`src/rtl/cpu_mem_wb.sv`:
```
// Memory-access / write-back stage: performs loads and stores over a req/ack
// data-memory handshake and registers the register-file write port.
module cpu_mem_wb #(
  parameter int TIMEOUT = 255
) (
  input  logic        clk,
  input  logic        clr,
  input  logic        ex_valid,
  input  logic        ex_mem_read,
  input  logic        ex_mem_write,
  input  logic [1:0]  ex_mem_size,
  input  logic        ex_mem_unsigned,
  input  logic        ex_reg_write,
  input  logic [4:0]  ex_reg_write_num,
  input  logic [31:0] ex_alu_result,
  input  logic [31:0] ex_store_data,
  output logic        dmem_req,
  output logic        dmem_we,
  output logic [31:0] dmem_addr,
  output logic [31:0] dmem_wdata,
  output logic [3:0]  dmem_be,
  input  logic        dmem_ack,
  input  logic [31:0] dmem_rdata,
  output logic        stall,
  output logic        misaligned,
  output logic        bus_error,
  output logic        reg_write_en,
  output logic [4:0]  reg_write_num,
  output logic [31:0] reg_write_data
);

  typedef enum logic {IDLE, ACCESS} state_t;

  state_t      state_q, state_d;
  logic        req_q, req_d, we_q, we_d;
  logic [31:0] addr_q, addr_d, wdata_q, wdata_d;
  logic [3:0]  be_q, be_d;
  logic        is_load_q, is_load_d, uns_q, uns_d;
  logic [1:0]  size_q, size_d, lane_q, lane_d;
  logic [4:0]  dest_q, dest_d;
  logic [31:0] cnt_q, cnt_d;
  logic        misaligned_q, misaligned_d, bus_error_q, bus_error_d;
  logic        wb_en_q, wb_en_d;
  logic [4:0]  wb_num_q, wb_num_d;
  logic [31:0] wb_data_q, wb_data_d;

  logic        mem_op, aligned, accept, fault, timeout_hit;
  logic [7:0]  byte_sel;
  logic [15:0] half_sel;
  logic [31:0] load_ext;

  always_ff @(posedge clk) begin
    if (clr) begin
      state_q      <= IDLE;
      req_q        <= 1'b0;
      we_q         <= 1'b0;
      addr_q       <= '0;
      wdata_q      <= '0;
      be_q         <= '0;
      is_load_q    <= 1'b0;
      uns_q        <= 1'b0;
      size_q       <= '0;
      lane_q       <= '0;
      dest_q       <= '0;
      cnt_q        <= '0;
      misaligned_q <= 1'b0;
      bus_error_q  <= 1'b0;
      wb_en_q      <= 1'b0;
      wb_num_q     <= '0;
      wb_data_q    <= '0;
    end else begin
      state_q      <= state_d;
      req_q        <= req_d;
      we_q         <= we_d;
      addr_q       <= addr_d;
      wdata_q      <= wdata_d;
      be_q         <= be_d;
      is_load_q    <= is_load_d;
      uns_q        <= uns_d;
      size_q       <= size_d;
      lane_q       <= lane_d;
      dest_q       <= dest_d;
      cnt_q        <= cnt_d;
      misaligned_q <= misaligned_d;
      bus_error_q  <= bus_error_d;
      wb_en_q      <= wb_en_d;
      wb_num_q     <= wb_num_d;
      wb_data_q    <= wb_data_d;
    end
  end

  always_comb begin
    mem_op = ex_mem_read | ex_mem_write;
    case (ex_mem_size)
      2'b00:   aligned = 1'b1;
      2'b01:   aligned = ~ex_alu_result[0];
      default: aligned = ~|ex_alu_result[1:0];
    endcase
    accept      = (state_q == IDLE) & ex_valid & mem_op & aligned;
    fault       = (state_q == IDLE) & ex_valid & mem_op & ~aligned;
    timeout_hit = (state_q == ACCESS) & ~dmem_ack & (TIMEOUT != 0) &
                  (cnt_q == 32'(TIMEOUT - 1));
  end

  always_comb begin
    state_d = state_q;
    case (state_q)
      IDLE:    if (accept) state_d = ACCESS;
      ACCESS:  if (dmem_ack | timeout_hit) state_d = IDLE;
      default: state_d = IDLE;
    endcase
  end

  always_comb begin
    req_d     = req_q;
    we_d      = we_q;
    addr_d    = addr_q;
    wdata_d   = wdata_q;
    be_d      = be_q;
    is_load_d = is_load_q;
    uns_d     = uns_q;
    size_d    = size_q;
    lane_d    = lane_q;
    dest_d    = dest_q;
    cnt_d     = cnt_q;

    byte_sel = dmem_rdata[{lane_q, 3'b000} +: 8];
    half_sel = lane_q[1] ? dmem_rdata[31:16] : dmem_rdata[15:0];
    case (size_q)
      2'b00:   load_ext = {{24{~uns_q & byte_sel[7]}}, byte_sel};
      2'b01:   load_ext = {{16{~uns_q & half_sel[15]}}, half_sel};
      default: load_ext = dmem_rdata;
    endcase

    if (accept) begin
      req_d     = 1'b1;
      we_d      = ex_mem_write;
      addr_d    = {ex_alu_result[31:2], 2'b00};
      is_load_d = ex_mem_read;
      uns_d     = ex_mem_unsigned;
      size_d    = ex_mem_size;
      lane_d    = ex_alu_result[1:0];
      dest_d    = ex_reg_write_num;
      cnt_d     = '0;
      case (ex_mem_size)
        2'b00: begin
          wdata_d = {4{ex_store_data[7:0]}};
          be_d    = 4'b0001 << ex_alu_result[1:0];
        end
        2'b01: begin
          wdata_d = {2{ex_store_data[15:0]}};
          be_d    = ex_alu_result[1] ? 4'b1100 : 4'b0011;
        end
        default: begin
          wdata_d = ex_store_data;
          be_d    = 4'b1111;
        end
      endcase
    end else if (state_q == ACCESS) begin
      if (dmem_ack | timeout_hit) begin
        req_d   = 1'b0;
        we_d    = 1'b0;
        addr_d  = '0;
        wdata_d = '0;
        be_d    = '0;
      end else begin
        cnt_d = cnt_q + 32'd1;
      end
    end

    misaligned_d = fault;
    bus_error_d  = timeout_hit;

    // Write-back is a pure function of this cycle: anything not retiring drives zeros.
    wb_en_d   = 1'b0;
    wb_num_d  = '0;
    wb_data_d = '0;
    if ((state_q == IDLE) & ex_valid & ~mem_op) begin
      wb_en_d   = ex_reg_write & (ex_reg_write_num != 5'd0);
      wb_num_d  = ex_reg_write_num;
      wb_data_d = ex_alu_result;
    end else if ((state_q == ACCESS) & dmem_ack & is_load_q) begin
      wb_en_d   = dest_q != 5'd0;
      wb_num_d  = dest_q;
      wb_data_d = load_ext;
    end
  end

  assign stall          = accept | ((state_q == ACCESS) & ~dmem_ack & ~timeout_hit);
  assign dmem_req       = req_q;
  assign dmem_we        = we_q;
  assign dmem_addr      = addr_q;
  assign dmem_wdata     = wdata_q;
  assign dmem_be        = be_q;
  assign misaligned     = misaligned_q;
  assign bus_error      = bus_error_q;
  assign reg_write_en   = wb_en_q;
  assign reg_write_num  = wb_num_q;
  assign reg_write_data = wb_data_q;

endmodule
```
`config.mk`:
```
export PLATFORM = sky130hd
export DESIGN_NAME = cpu_mem_wb
export DESIGN_NICKNAME = d
export VERILOG_FILES = /design/src/rtl/cpu_mem_wb.sv
export SDC_FILE = /design/constraint.sdc
export NUM_CORES = 1
export LEC_CHECK = 0
export CAP_MARGIN = 20
export CORE_MARGIN = 2
export CORE_UTILIZATION = 35
export CTS_CLUSTER_DIAMETER = 50
export DETAILED_ROUTE_END_ITERATION = 10
export PLACE_DENSITY = 0.67
export REMOVE_ABC_BUFFERS = 1
export SLEW_MARGIN = 0
export SYNTH_ARGS = -nofsm -noshare
export SYNTH_HDL_FRONTEND = slang
export SYNTH_SLANG_ARGS = --single-unit
```
`constraint.sdc`:
```
create_clock -name clk -period 2.65 [get_ports clk]
set_input_delay 0.53 -clock clk [delete_from_list [all_inputs] [get_ports clk]]
set_output_delay 0.53 -clock clk [all_outputs]
set_load 0.05 [all_outputs]
```
==> results of run 1 <==
state kept, by name, indices dropped and copies added, names as in the netlist:
name and flops:
dmem_req 1, misaligned 1, dmem_wdata 32, reg_write_num 5, is_load_q 1, state_q 1
bus_error 1, dmem_be 4, dmem_we 1, uns_q 1, cnt_q 32, reg_write_data 32
reg_write_en 1, lane_q 2, size_q 2, dest_q 5, dmem_addr 30
power by group:
group	switching, mW	total [mW]	internal, mW
Sequential	0.0471	2.40	2.36
Clock	1.04	2.45	1.41
Combinational	0.498	0.890	0.392
per-layer routing:
| metal | GRT usage | up-vias | wire length, microns |
|---|---|---|---|
| li1 | - | 2840 | - |
| met2 | 0.329 | 193 | 9310 |
| met1 | 0.255 | 2772 | 8650 |
| met3 | 0.0556 | 23 | 1240 |
| met4 | 0.0714 | 0 | 402 |
| met5 | 0 | - | 0 |
placed cells by master (no fill, tap or decap), types with 3 or more instances in the layout:
cell	netlist	routed
a31oi_1	8	8
nand3_1	13	13
mux2i_1	40	40
and3_1	4	4
clkdlybuf4s50_1	0	218
xor2_1	11	11
or4_1	4	4
o2bb2ai_1	17	17
dfxtp_1	152	152
nor2_1	50	49
a21oi_1	16	15
nor3_1	18	17
inv_6	0	6
a22oi_1	5	5
clkbuf_16	0	17
o21ai_0	16	16
buf_4	2	26
a221o_1	16	16
inv_1	7	7
and4_1	3	3
mux2_2	8	8
buf_12	0	7
a22o_1	47	47
nor4_1	14	13
xnor2_1	13	13
or3_1	5	5
nand2_1	65	65
nor2b_1	4	4
o221ai_1	7	7
clkinvlp_4	0	4
nand4_1	7	7
nand2b_1	16	16
a32o_1	8	8
o31ai_1	4	3
through the flow:
stage          hold WS [ps]  utilization  cell area (sq um)
2_1_floorplan           443            -               6120
3_3_place_gp            433        0.502               8950
3_5_place_dp            444        0.502               8950
4_1_cts                 460        0.535               9550
5_1_grt                 477        0.536               9560
6_report                461        0.536               9560
what timing repair did:
action / in CTS / in global routing
pin swaps: 1 / 3
endpoints found under the setup margin: 1 / 1
setup buffers: 1 / 1
gates resized for setup: 1 / 1
endpoints found under the hold margin: 0 / 0
cell type report:
class,count,share of cell area
multi-input combinational,444,0.323
sequential,152,0.318
timing repair buffer,252,0.264
clock buffer,17,0.0445
tap,229,0.0300
clock inverter,14,0.0170
inverter,7,0.00275
worst paths after layout:
kind,startpoint,depth (start not counted),to,slack (ps)
setup / recovery,ex_alu_result[0],7,stall,100
setup reg to reg,cnt_q[1]$_SDFFE_PP0P_,9,dmem_wdata[31]$_SDFFE_PP0P_,260
hold / removal,dmem_be[0]$_SDFFE_PP0P_,1,dmem_be[0]$_SDFFE_PP0P_,460
hold reg to reg,dmem_be[0]$_SDFFE_PP0P_,1,dmem_be[0]$_SDFFE_PP0P_,460
cell families (layout without fill, tap and decap cells):
logic type | count (synthesis) | count (layout) | synth area share
buf+inv | 58 | 290 | 0.0379
mux | 50 | 50 | 0.0845
simple gates | 214 | 214 | 0.166
other cells | 1 | 2 | 0.000592
fa+ha+maj | 2 | 2 | 0.00395
flops | 152 | 152 | 0.480
compound gates | 152 | 152 | 0.194
xor+xnor | 24 | 24 | 0.0332
==> flow_metrics.py, run 1 <==
metrics = {
    "final_layout": {
        "n_fill_cell": 1608,
        "multi_input_area_sq_mm": 0.00309,
        "finalNonFillerCells": 1115,
        "regArea_sq_mm": 0.00304,
        "n_antenna_cell": 0,
        "layout-drive-gt1-share": 0.0982,
        "area_delta_synth_final_pct": 51.0,
        "nets": 987,
    },
    "die": {
        "start_util": 0.355,
        "row_count": 49,
        "io_pins": 222,
        "die_area_sq_mm": 0.0192,
        "die_h_microns": 139,
        "core_sq_mm": 0.0178,
        "die_w_microns": 139,
    },
    "timing": {
        "layout_min_cycle_time_ps": 2550,
        "setup_tns_ps": 0,
        "fin_worst_skew_ps": 10.9,
        "worst_pin_slew_ps": 1020,
        "setup_viol": 0,
        "rsz0062_at_grt": "false",
        "hold_viol": 0,
        "slew_headroom": 0.316,
        "fin_crit_sh": 0.964,
        "max_freq_mhz": 391,
        "setup_ws_ps": 95.4,
        "slew_violations": 0,
    },
    "critical_path": {
        "end_kind": "output pin",
        "path_max_fanout": 12,
        "cp_slowest_cell": "clkdlybuf4s50_1",
        "crit_chain": "clkdlybuf4s50_1 -> o21ai_0 -> buf_4 -> nand4bb_1 -> buf_6 -> nand2_1 -> buf_12",
        "path_delay_family": "buffers and inverters",
        "slowest_delay_ps": 450,
        "cp.required_ps": 2120,
        "critical_path_buf_inv_count": 4,
        "cp.arrival_ps": 2020,
        "worstSetupStartpointType": "input pin",
        "path_class": "in2out",
    },
    "power_and_ir_drop": {
        "vdd_drop_max_v": 0.000439,
        "p_leak_nw": 3.56,
        "power_density_mw_per_mm2": 600,
        "total_power_mw": 5.74,
    },
    "routing": {
        "ant_nets": 0,
        "drc": 0,
        "wl_per_cell_microns": 17.6,
        "route.vias.total": 5828,
        "routed_wl_microns": 19600,
        "first_pass_iters": 4,
        "viasPerCell": 5.23,
        "drt-initial-drc-count": 337,
    },
    "clocking": {
        "worstSkewPairLatency_ps": 430,
        "cts_tree": "built",
        "clockRootBuffer": "clkbuf_16",
        "clock_path_buffers": 2,
        "clkTransAtPathRegs_ps": 60,
        "htree_num_levels": 4,
        "postCtsHoldBufs": 0,
        "cts-buffers-inserted": 17,
        "cts.sinks": 152,
    },
    "yosys": {
        "yosysSeqAreaShare": 0.480,
        "synth_ff_type": "dfxtp_1",
        "syn_inst": 653,
        "syn_area_sq_mm": 0.00633,
        "ys_warn_count": 0,
        "post_synth_num_cell_types": 51,
        "synth_most_common_cell": "dfxtp_1",
        "async_flop_share": 0,
        "ys_ff_latch": 152,
        "synth_common_cells": "152 x dfxtp_1, 65 x nand2_1, 50 x nor2_1, 47 x a22o_1, 40 x mux2i_1",
        "synth_edf_count": 0,
        "synth_top_area_cell": "dfxtp_1",
        "synth.avg_cell_area_sq_um": 9.70,
        "yosys-top-cells-area": "dfxtp_1 48%, a22o_1 6.5%, mux2i_1 6.3%",
        "synth_top_area_share": 0.480,
    },
    "placed_design": {
        "dp_slack_ps": 60.2,
        "dp_hpwl_microns": 13900,
        "gp_congestion": 0.886,
        "dp_cells": 1082,
        "io_buffers": 219,
    },
    "grt": {
        "grt_max_degree": 67,
        "gr-total-overflow": 0,
        "antenna_found_initial": 0,
        "grt_pass1_vias": 5547,
        "track_usage": 0.201,
        "grt_pass1_wl_microns": 30600,
    },
    "run": {
        "cap_violations": 0,
    },
    "status": {
        "status": "completed",
    },
    "hold_path": {
        "holdCritPathClass": "reg2reg",
    },
}
No activity file was read; power rests on OpenSTA's default activity.
==> inputs of run 2 (changes only) <==
--- a/config.mk
+++ b/config.mk
@@ -13,4 +13,5 @@
 export PLACE_DENSITY = 0.67
 export REMOVE_ABC_BUFFERS = 1
+export SETUP_SLACK_MARGIN = 0.15
 export SLEW_MARGIN = 0
 export SYNTH_ARGS = -nofsm -noshare
==> constraint.sdc (replaced) <==
create_clock -name clk -period 2.65 [get_ports clk]
set_input_delay 0.53 -clock clk [delete_from_list [all_inputs] [get_ports clk]]
set_output_delay 0.53 -clock clk [all_outputs]
set_load 0.1 [all_outputs]
==> run 2 against run 1 <==
Against the previous run: worst hold slack got worse by 1.6 ps; clock skew rose by 2.2 ps; sequential share of layout area rose by 0.52 points; clock power rose by 5%; register-to-register slack improved by 60 ps; combinational power rose by 26%; routed wire length fell by 0.34%; first-iteration DRC count rose by 7.1%; design area fell by 1.4%; final cell count rose by 0.90%.
==> flow_metrics.py, run 2 (synthesis gave the netlist of run 1 again) <==
metrics = {
    "status": {
        "status": "completed",
    },
    "final_layout": {
        "area_delta_synth_final_pct": 48.9,
        "regArea_sq_mm": 0.00305,
        "layout_common_cells": "150 x dfxtp_1, 145 x buf_4, 109 x clkdlybuf4s50_1, 65 x nand2_1, 49 x nor2_1",
        "n_fill_cell": 1657,
        "layout-drive-gt1-share": 0.238,
        "utilization": 0.529,
        "n_antenna_cell": 0,
        "final_common_cell": "dfxtp_1",
        "multi_input_area_sq_mm": 0.00314,
        "nets": 996,
    },
    "critical_path": {
        "slowest_delay_ps": 390,
        "crit_chain": "ha_4 -> nor4b_4 -> nand4_1 -> o31ai_2 -> nand2_1 -> buf_12",
        "cp.required_ps": 2120,
        "path_delay_family": "simple AND/OR/NAND/NOR gates",
        "cp.arrival_ps": 1960,
        "reg2reg_depth": 9,
        "r2r-end": "dmem_wdata[24]$_SDFFE_PP0P_",
        "reg2reg_setup_slack_ps": 320,
        "cp_slowest_cell": "dfxtp_4",
        "path_class": "reg2out",
        "worst-path-stages": 6,
        "worstSetupStartpointType": "register",
        "path_max_fanout": 6,
        "end_kind": "output pin",
        "r2r-start": "cnt_q[1]$_SDFFE_PP0P_",
        "critical_path_buf_inv_count": 1,
    },
    "routing": {
        "first_pass_iters": 4,
        "viasPerCell": 5.20,
        "ant_nets": 0,
        "drc": 0,
        "wl_per_cell_microns": 17.4,
        "drt-initial-drc-count": 361,
        "routed_wl_microns": 19500,
        "route.vias.total": 5845,
    },
    "placed_design": {
        "gp_congestion": 0.884,
        "dp_hpwl_microns": 14100,
        "io_buffers": 219,
    },
    "grt": {
        "use_met3": 0.0470,
        "grt_pass1_vias": 5624,
        "grt_util_met2": 0.324,
        "antenna_found_initial": 0,
        "grt_max_degree": 67,
        "gr-total-overflow": 0,
        "track_usage": 0.201,
        "grt_pass1_wl_microns": 30900,
        "grt_busiest_layer": "met2",
        "grt_use_met1": 0.263,
    },
    "timing": {
        "setup_viol": 0,
        "fin_worst_skew_ps": 13.1,
        "layout_min_cycle_time_ps": 2490,
        "slew_violations": 0,
        "worst_pin_slew_ps": 832,
        "rsz0062_at_grt": "true",
        "fin_crit_sh": 0.938,
        "hold_viol": 0,
        "slew_headroom": 0.445,
        "hold_ws_ps": 459,
        "max_freq_mhz": 402,
    },
    "clocking": {
        "worstSkewPairLatency_ps": 430,
        "postCtsHoldBufs": 0,
        "cts_tree": "built",
        "clkTransAtPathRegs_ps": 70,
        "htree_num_levels": 4,
        "cts-buffers-inserted": 17,
        "clock_path_buffers": 2,
        "clockRootBuffer": "clkbuf_16",
        "cts.sinks": 152,
    },
    "die": {
        "start_util": 0.355,
        "die_h_microns": 139,
        "die_w_microns": 139,
        "die_area_sq_mm": 0.0192,
        "io_pins": 222,
        "core_sq_mm": 0.0178,
        "row_count": 49,
    },
    "run": {
        "cap_violations": 0,
    },
    "power_and_ir_drop": {
        "p_leak_nw": 3.85,
        "power_density_mw_per_mm2": 646,
        "vdd_drop_max_v": 0.000518,
    },
    "hold_path": {
        "hold_depth": 1,
        "holdCritPathClass": "reg2reg",
        "hold_end": "dmem_be[0]$_SDFFE_PP0P_",
        "hp-start": "dmem_be[0]$_SDFFE_PP0P_",
    },
}
==> run 2: how the worst max path moves through the flow <==
stage                                     start                           to
after floorplan                        ex_valid  dmem_wdata[24]$_SDFFE_PP0P_
final                     cnt_q[1]$_SDFFE_PP0P_                        stall
after global placement           ex_mem_size[1]                        stall
after detailed placement         ex_mem_size[1]  dmem_wdata[24]$_SDFFE_PP0P_
after global routing      cnt_q[1]$_SDFFE_PP0P_                        stall
after CTS                 cnt_q[0]$_SDFFE_PP0P_                        stall
==> run 2: layout make-up <==
class	instances	area share
clock buffer	17	0.0451
clock inverter	15	0.0216
inverter	7	0.00305
multi-input combinational	444	0.333
sequential	152	0.323
tap	229	0.0304
timing repair buffer	261	0.244
==> run 2: metrics by stage <==
stage | setup TNS (ps) | instance area [sq um] | total power, mW | cells | worst slack [ps]
finish | 0 | 9430 | 6.09 | 1125 | 165
global placement | 0 | 8690 | 3.56 | 1086 | 99.1
detailed placement | 0 | 8690 | 3.57 | 1086 | 55.1
floorplan | -144540 | 6120 | 3.13 | 603 | -2210
global route | 0 | 9430 | 6.30 | 1125 | 55.4
CTS | 0 | 9360 | 6.14 | 1121 | 167
==> run 2: power by group <==
part           switching [mW]  internal, mW  total (mW)  leakage (nW)
clock network            1.12          1.45        2.57         0.310
logic                   0.744         0.373        1.12          2.31
registers              0.0479          2.35        2.40          1.23
total                    1.91          4.18        6.09          3.85
==> run 2: layer usage <==
metal  vias to the layer above  routed length [microns]  share of wire
met5                         -                        0              0
met4                         0                      415          0.021
met3                        28                     1110          0.057
met2                       182                     9260           0.47
met1                      2756                     8750           0.45
li1                       2879                        -              -
==> run 2: timing repair <==
| action | CTS | global route |
|---|---|---|
| setup buffers | 3 | 3 |
| pin swaps | 4 | 4 |
| endpoints found under the setup margin | 1 | 1 |
| resized for setup | 8 | 7 |
==> run 2: worst reg2reg max path, stage by stage (launching register included) <==
cell	delay [ps]
dfxtp_4	390
ha_4	140
nor4b_4	170
nand4_1	180
buf_4	190
o31ai_1	370
buf_4	200
a21oi_4	60
buf_12	220
a22o_1	300
